File: src/rtl/bus_if_pkg.sv
// Shared types for the burst bus interface: FSM states and the bus_state phase-code layout.
package bus_if_pkg;

   typedef enum logic [1:0] {
      ST_IDLE = 2'd0,
      ST_ADDR = 2'd1,
      ST_DATA = 2'd2
   } state_t;

   localparam int   BS_PREFIX_BIT  = 2;
   localparam int   BS_LAST_BIT    = 1;
   localparam int   BS_WRITE_BIT   = 0;
   localparam logic BS_ADDR_PREFIX = 1'b0;
   localparam logic BS_DATA_PREFIX = 1'b1;

   // Returns {found, index} of the lowest set mask bit at or above 'from'.
   function automatic logic [2:0] first_set(input logic [3:0] mask, input logic [2:0] from);
      logic [2:0] r;
      r = '0;
      for (int k = 3; k >= 0; k--) begin
         if (mask[k] && (3'(k) >= from)) r = {1'b1, 2'(k)};
      end
      return r;
   endfunction

endpackage

File: src/rtl/bus_addr_shadow.sv
// Tracks the address the peripheral currently holds and flags which address bytes must be resent.
module bus_addr_shadow
   import bus_if_pkg::*;
#(
   parameter int ADDR_BYTES = 2
)(
   input  logic                    clk,
   input  logic                    rst_n,
   input  logic [8*ADDR_BYTES-1:0] cmp_addr,
   input  logic                    cmp_io,
   output logic [ADDR_BYTES-1:0]   send_mask,
   input  logic                    update,
   input  logic [8*ADDR_BYTES-1:0] upd_addr,
   input  logic [1:0]              upd_len,
   input  logic                    upd_io,
   input  logic                    invalidate
);

   localparam int AW = 8 * ADDR_BYTES;

   logic [AW-1:0] shadow_addr;
   logic          shadow_io;
   logic          shadow_valid;
   logic [AW-1:0] next_addr;

   // Peripheral auto-increments once per data byte, wrapping at the address width.
   assign next_addr = upd_addr + AW'(upd_len) + AW'(1);

   always_ff @(posedge clk or negedge rst_n) begin
      if (!rst_n)          shadow_valid <= 1'b0;
      else if (invalidate) shadow_valid <= 1'b0;
      else if (update)     shadow_valid <= 1'b1;
   end

   always_ff @(posedge clk) begin
      if (update) begin
         shadow_addr <= next_addr;
         shadow_io   <= upd_io;
      end
   end

   always_comb begin
      send_mask = '0;
      for (int k = 0; k < ADDR_BYTES; k++) begin
         send_mask[k] = !shadow_valid || (shadow_io != cmp_io) ||
                        (cmp_addr[8*k +: 8] != shadow_addr[8*k +: 8]);
      end
   end

endmodule

File: src/rtl/bus_if_burst.sv
// CPU memory port to 8-bit 4-phase req/ack bus bridge with multi-byte bursts and address elision.
module bus_if_burst
   import bus_if_pkg::*;
#(
   parameter int ADDR_BYTES = 2,
   parameter int DATA_BYTES = 4
)(
   input  logic                    clk,
   input  logic                    rst_n,
   input  logic                    bus_handshake_ack,
   output logic                    bus_handshake_req,
   output logic [2:0]              bus_state,
   input  logic [7:0]              bus_data_in,
   output logic [7:0]              bus_data_out,
   output logic                    bus_output_enable,
   output logic                    bus_io,
   input  logic                    memory_read,
   input  logic                    memory_write,
   input  logic [8*ADDR_BYTES-1:0] memory_addr,
   input  logic                    memory_io,
   input  logic [1:0]              memory_len,
   input  logic [8*DATA_BYTES-1:0] memory_wdata,
   output logic [8*DATA_BYTES-1:0] memory_rdata,
   output logic                    memory_done,
   input  logic                    shadow_invalidate
);

   localparam int AW = 8 * ADDR_BYTES;
   localparam int DW = 8 * DATA_BYTES;

   state_t                state, nxt_state;
   logic [1:0]            idx, nxt_idx;
   logic [ADDR_BYTES-1:0] mask_q, cmp_mask, cur_mask;
   logic [AW-1:0]         addr_q, cur_addr;
   logic [DW-1:0]         wdata_q, cur_wdata;
   logic [1:0]            len_q, cur_len;
   logic                  write_q, io_q, cur_write;
   logic                  accept, phase_done, last_data, complete;
   logic [2:0]            hit;
   logic                  drv_oe;
   logic [7:0]            drv_data;
   logic [2:0]            drv_state;

   assign bus_io     = memory_io;
   assign accept     = (state == ST_IDLE) && (memory_read || memory_write) && !memory_done;
   assign phase_done = bus_handshake_req && bus_handshake_ack;
   assign last_data  = (state == ST_DATA) && (idx == len_q);
   assign complete   = phase_done && last_data;

   // In IDLE the first phase is set up straight from the request inputs.
   assign cur_addr  = (state == ST_IDLE) ? memory_addr  : addr_q;
   assign cur_wdata = (state == ST_IDLE) ? memory_wdata : wdata_q;
   assign cur_len   = (state == ST_IDLE) ? memory_len   : len_q;
   assign cur_write = (state == ST_IDLE) ? memory_write : write_q;
   assign cur_mask  = (state == ST_IDLE) ? cmp_mask     : mask_q;

   bus_addr_shadow #(.ADDR_BYTES(ADDR_BYTES)) u_shadow (
      .clk        (clk),
      .rst_n      (rst_n),
      .cmp_addr   (memory_addr),
      .cmp_io     (memory_io),
      .send_mask  (cmp_mask),
      .update     (complete),
      .upd_addr   (addr_q),
      .upd_len    (len_q),
      .upd_io     (io_q),
      .invalidate (shadow_invalidate)
   );

   always_comb begin
      nxt_state = state;
      nxt_idx   = idx;
      hit       = '0;
      if (accept) begin
         hit = first_set(4'(cur_mask), 3'd0);
         if (hit[2]) begin
            nxt_state = ST_ADDR;
            nxt_idx   = hit[1:0];
         end else begin
            nxt_state = ST_DATA;
            nxt_idx   = 2'd0;
         end
      end else if (phase_done) begin
         case (state)
            ST_ADDR: begin
               hit = first_set(4'(mask_q), {1'b0, idx} + 3'd1);
               if (hit[2]) begin
                  nxt_idx = hit[1:0];
               end else begin
                  nxt_state = ST_DATA;
                  nxt_idx   = 2'd0;
               end
            end
            ST_DATA: begin
               if (idx == len_q) begin
                  nxt_state = ST_IDLE;
                  nxt_idx   = 2'd0;
               end else begin
                  nxt_idx = idx + 2'd1;
               end
            end
            default: ;
         endcase
      end
   end

   // Bus drive values follow the next phase so they are already stable when req rises.
   always_comb begin
      drv_oe    = 1'b0;
      drv_data  = '0;
      drv_state = '0;
      case (nxt_state)
         ST_ADDR: begin
            drv_oe                   = 1'b1;
            drv_state[BS_PREFIX_BIT] = BS_ADDR_PREFIX;
            drv_state[1:0]           = nxt_idx;
            for (int k = 0; k < ADDR_BYTES; k++) begin
               if (nxt_idx == 2'(k)) drv_data = cur_addr[8*k +: 8];
            end
         end
         ST_DATA: begin
            drv_oe                   = cur_write;
            drv_state[BS_PREFIX_BIT] = BS_DATA_PREFIX;
            drv_state[BS_LAST_BIT]   = (nxt_idx == cur_len);
            drv_state[BS_WRITE_BIT]  = cur_write;
            for (int k = 0; k < DATA_BYTES; k++) begin
               if (cur_write && (nxt_idx == 2'(k))) drv_data = cur_wdata[8*k +: 8];
            end
         end
         default: ;
      endcase
   end

   always_ff @(posedge clk or negedge rst_n) begin
      if (!rst_n) begin
         state             <= ST_IDLE;
         idx               <= '0;
         mask_q            <= '0;
         bus_handshake_req <= 1'b0;
         memory_done       <= 1'b0;
         memory_rdata      <= '0;
         bus_output_enable <= 1'b0;
         bus_data_out      <= '0;
         bus_state         <= '0;
      end else begin
         state             <= nxt_state;
         idx               <= nxt_idx;
         bus_output_enable <= drv_oe;
         bus_data_out      <= drv_data;
         bus_state         <= drv_state;
         memory_done       <= complete;
         if (accept) mask_q <= cmp_mask;
         // req only rises once the peripheral has released ack from the previous phase.
         if (phase_done)
            bus_handshake_req <= 1'b0;
         else if (!bus_handshake_req && !bus_handshake_ack && (state != ST_IDLE))
            bus_handshake_req <= 1'b1;
         if (accept) begin
            for (int k = 0; k < DATA_BYTES; k++) begin
               if (2'(k) > memory_len) memory_rdata[8*k +: 8] <= '0;
            end
         end
         if (phase_done && (state == ST_DATA) && !write_q) begin
            for (int k = 0; k < DATA_BYTES; k++) begin
               if (idx == 2'(k)) memory_rdata[8*k +: 8] <= bus_data_in;
            end
         end
      end
   end

   always_ff @(posedge clk) begin
      if (accept) begin
         addr_q  <= memory_addr;
         wdata_q <= memory_wdata;
         len_q   <= memory_len;
         write_q <= memory_write;
         io_q    <= memory_io;
      end
   end

endmodule

File: config.mk
export PLATFORM = sky130hd
export DESIGN_NAME = bus_if_burst
export DESIGN_NICKNAME = d
export VERILOG_FILES = /design/src/rtl/bus_if_pkg.sv /design/src/rtl/bus_addr_shadow.sv /design/src/rtl/bus_if_burst.sv
export SDC_FILE = /design/constraint.sdc
export NUM_CORES = 1
export LEC_CHECK = 0
export CAP_MARGIN = 10
export CORE_AREA = 3 3 130 94
export DETAILED_ROUTE_END_ITERATION = 6
export DIE_AREA = 0 0 133 97
export PLACE_DENSITY_LB_ADDON = 0.3
export SLEW_MARGIN = 20
export SYNTH_ARGS = -nofsm -noshare
export SYNTH_HDL_FRONTEND = slang
export SYNTH_SLANG_ARGS = --single-unit
File: constraint.sdc
create_clock -name clk -period 4.6 [get_ports clk]
set_clock_uncertainty 0.2 [all_clocks]
set_input_delay 0.69 -clock clk [delete_from_list [all_inputs] [get_ports clk]]
set_output_delay 0.69 -clock clk [all_outputs]
set_load 0.01 [all_outputs]
==> flow_summary_export.csv <==
group,metric,value,unit
worst_setup_path,worstPathArrival,3940,ps
finish,final_area,7630,um2
drt,vias,4043,
timing,setup_viol,0,
worst_setup_path,cp_data_required_time,4680,ps
worst_setup_path,slowest_delay,540,ps
clocking,root_buffer,"clkbuf_16",
synth,synth_top_area_share,0.361,
timing,rsz0062_at_grt,"false",
outcome,status,"finished clean",
worst_setup_path,critPathTopFamily,"simple AND/OR/NAND/NOR gates",
synth,syn_inst,428,
global_routing,grt_max_degree,54,
synth,synth_cell_types,54,
drt,drt_iter0_markers,418,
global_routing,grt_usage,0.225,
die,initial_core_util,0.521,
die,rows,32,
global_routing,grt_pass1_vias,4017,
worst_setup_path,regToRegStartpoint,"u_shadow.shadow_addr[3]",
place,hpwl,9750,um
worst_setup_path,ff2ff_path_depth,7,
synth,yosys-top-cells-area,"edfxtp_1, dfrtp_1, mux4_2",
clocking,hold_buffers,0,
clocking,clock_latency,410,ps
worst_setup_path,worst-path-buf-inv,1,
die,design.die.area,12900,um2
finish,final_nets,628,
timing,slew_viol_final,0,
synth,ys_seq_area_frac,0.592,
synth,syn-cell-area,5740,um2
worst_setup_path,crit_chain,"clkdlybuf4s50_1 -> xor2_1 -> nor4_1 -> nor4b_1 -> nand2b_1 -> nand2_8 -> mux4_2 -> a221o_1",
synth,syn_avg_cell_area,13.4,um2
place,gp_congestion,0.875,
worst_setup_path,r2r_setup_slack,1090,ps
place,dp_slack,375,ps
pwr,leakage,2.99,nW
worst_setup_path,cp-start-kind,"input port",
die,die_h,97,um
timing,hold_viol_final,0,
run,timing.max_cap.violations,0,
global_routing,grt_pass1_wl,22500,um
finish,stdcell_count,714,
synth,async_flop_share,0.434,
place,placedCellCount,682,
timing,layout_setup_ws,741,ps
worst_setup_path,crit_slowest_cell,"nor4_1",
clocking,clkTransAtPathRegs,60,ps
synth,ys_ff_latch,122,
die,ios,112,
synth,synth-main-ff-cell,"edfxtp_1",
pwr,powerDensity,575,nW/um2
die,die_x,133,um
drt,viasPerCell,5.66,
worst_setup_path,regToRegEndpoint,"bus_data_out[1]",
worst_setup_path,cp-end-kind,"flop",
die,fp.coreArea,11000,um2
synth,synth_top_cell_by_area,"edfxtp_1",
clocking,numCtsBuffers,17,
drt,dr.pass1.iters,5,
worst_setup_path,crit_fanout,15,
hold_path,min_path_type,"in2async",
drt,ant_nets,0,
drt,drc,0,
timing,fmaxAchievable,0.259,GHz
pwr,ir_worst_vdd,0.000366,V
synth,yosysWarnings,0,
finish,num_antenna_cells,0,
drt,totalWireLength,13900,um
timing,setup_tns,0,ps
clocking,cts_setup_buffers,0,
clocking,clock-sinks,122,
finish,syn_to_final_growth,32.8,%
worst_setup_path,critPathKind,"in2reg",
synth,synth-edff-count,69,
clocking,cts_buffer_depth,2,
clocking,htree_levels,4,
clocking,post_cts_resized,0,
global_routing,overflow,0,
finish,drive_above_1_share,0.137,
global_routing,antenna_found_initial,0,
drt,wl_per_cell,19.5,um
place,port_buffers,111,
clocking,cts_tree,"yes",
pwr,power,4.38,mW
timing,min_period,3860,ps
synth,syn-num-nets,508,
place,place_area,7010,um2
timing,slew_headroom,0.328,
timing,worstMarginPinSlew,1000,ps
timing,min_period_over_period,0.839,
==> cell usage in the layout (no fill, tap or decap), types with 3 or more instances in the layout <==
master           instances
o21a_1                   3
dfrtp_1                 53
buf_4                    7
inv_6                    4
edfxtp_1                69
nand2b_1                16
o21ai_0                  6
o311a_1                  3
nand4_1                  7
clkbuf_16               20
nor2_1                   9
nor3b_1                  3
nand3_1                 15
clkdlybuf4s50_1        110
and2_1                   3
a22o_1                  16
mux2i_1                  4
and3_1                   3
mux2_2                  12
xnor2_1                 24
inv_1                   24
a211oi_1                 6
nand2_1                 44
xor2_1                   9
a221o_1                  6
a21oi_1                 11
mux4_2                  14
a22oi_1                  6
o211ai_1                 3
ha_1                    13
==> cell type report <==
| type | count | area [um2] |
|---|---|---|
| clock inverter | 10 | 97.6 |
| clock buffer | 22 | 518 |
| fill | 742 | 3380 |
| tap | 153 | 191 |
| sequential | 122 | 3400 |
| multi-input combinational | 264 | 2170 |
| timing repair buffer | 118 | 1160 |
| inverter | 25 | 93.8 |
==> sequential cells by signal, indices dropped and copies added (netlist names), 2 cells and up <==
signal and count:
len_q 2, u_shadow.shadow_addr 16, bus_data_out 8, state 2, idx 2, mask_q 2
addr_q 16, memory_rdata 32, bus_state 3, wdata_q 32
==> worst max path at each step <==
stage                              start         endpoint  cells after the start
after global placement    memory_addr[7]  bus_data_out[0]                      8
final                     memory_addr[7]  bus_data_out[1]                      8
after detailed placement  memory_addr[7]  bus_data_out[1]                      8
after CTS                 memory_addr[7]  bus_data_out[1]                      8
after global routing      memory_addr[7]  bus_data_out[2]                      8
after floorplan                 state[0]  bus_data_out[6]                     10
==> cell usage after synthesis (all sizes together) (7+ instances only) <==
cell    count
nand2      45
edfxtp     69
mux2       12
o21ai       8
nand2b     16
nor2        9
mux4       15
xnor2      24
inv        25
a21oi      13
dfrtp      53
ha         14
a22o       16
nand4       7
clkbuf     11
nand3      15
xor2       10
==> metrics by stage <==
stage                     hold slack, ps  utilization
after global placement               204        0.637
final                                214        0.693
after CTS                            227        0.693
after detailed placement             208        0.637
after floorplan                      194            -
after global routing                 242        0.693
==> where the power goes <==
| part | total, mW | switching [mW] | leakage [nW] | internal [mW] |
|---|---|---|---|---|
| Combinational | 1.46 | 0.777 | 1.33 | 0.678 |
| Sequential | 1.57 | 0.131 | 1.35 | 1.44 |
| Clock | 1.36 | 0.500 | 0.304 | 0.862 |
| Total | 4.38 | 1.41 | 2.99 | 2.98 |
==> cell families (layout without fill, tap and decap cells) <==
group / Yosys count / after routing / share of synthesized area
fa+ha+maj: 15 / 15 / 0.0340
flops: 122 / 122 / 0.592
xor+xnor: 34 / 34 / 0.0532
buf+inv: 42 / 175 / 0.0327
compound gates: 73 / 73 / 0.0998
simple gates: 111 / 111 / 0.0985
mux: 31 / 31 / 0.0900
==> worst register-to-register path: stages (launching register included) <==
cell	delay [ps]
edfxtp_1	410
xor2_1	180
nor4_1	490
nor4b_1	480
nand2b_1	430
nand2_8	300
mux4_2	520
a221o_1	370
==> metal layers <==
metal  vias up  wire length (um)  global-route usage
met5         -                 0                   0
met4         0               204              0.0711
met3        20               764              0.0483
met2       134              6500               0.330
met1      2057              6460               0.336
li1       1832                 -                   -
(Power assumes the default switching activity.)
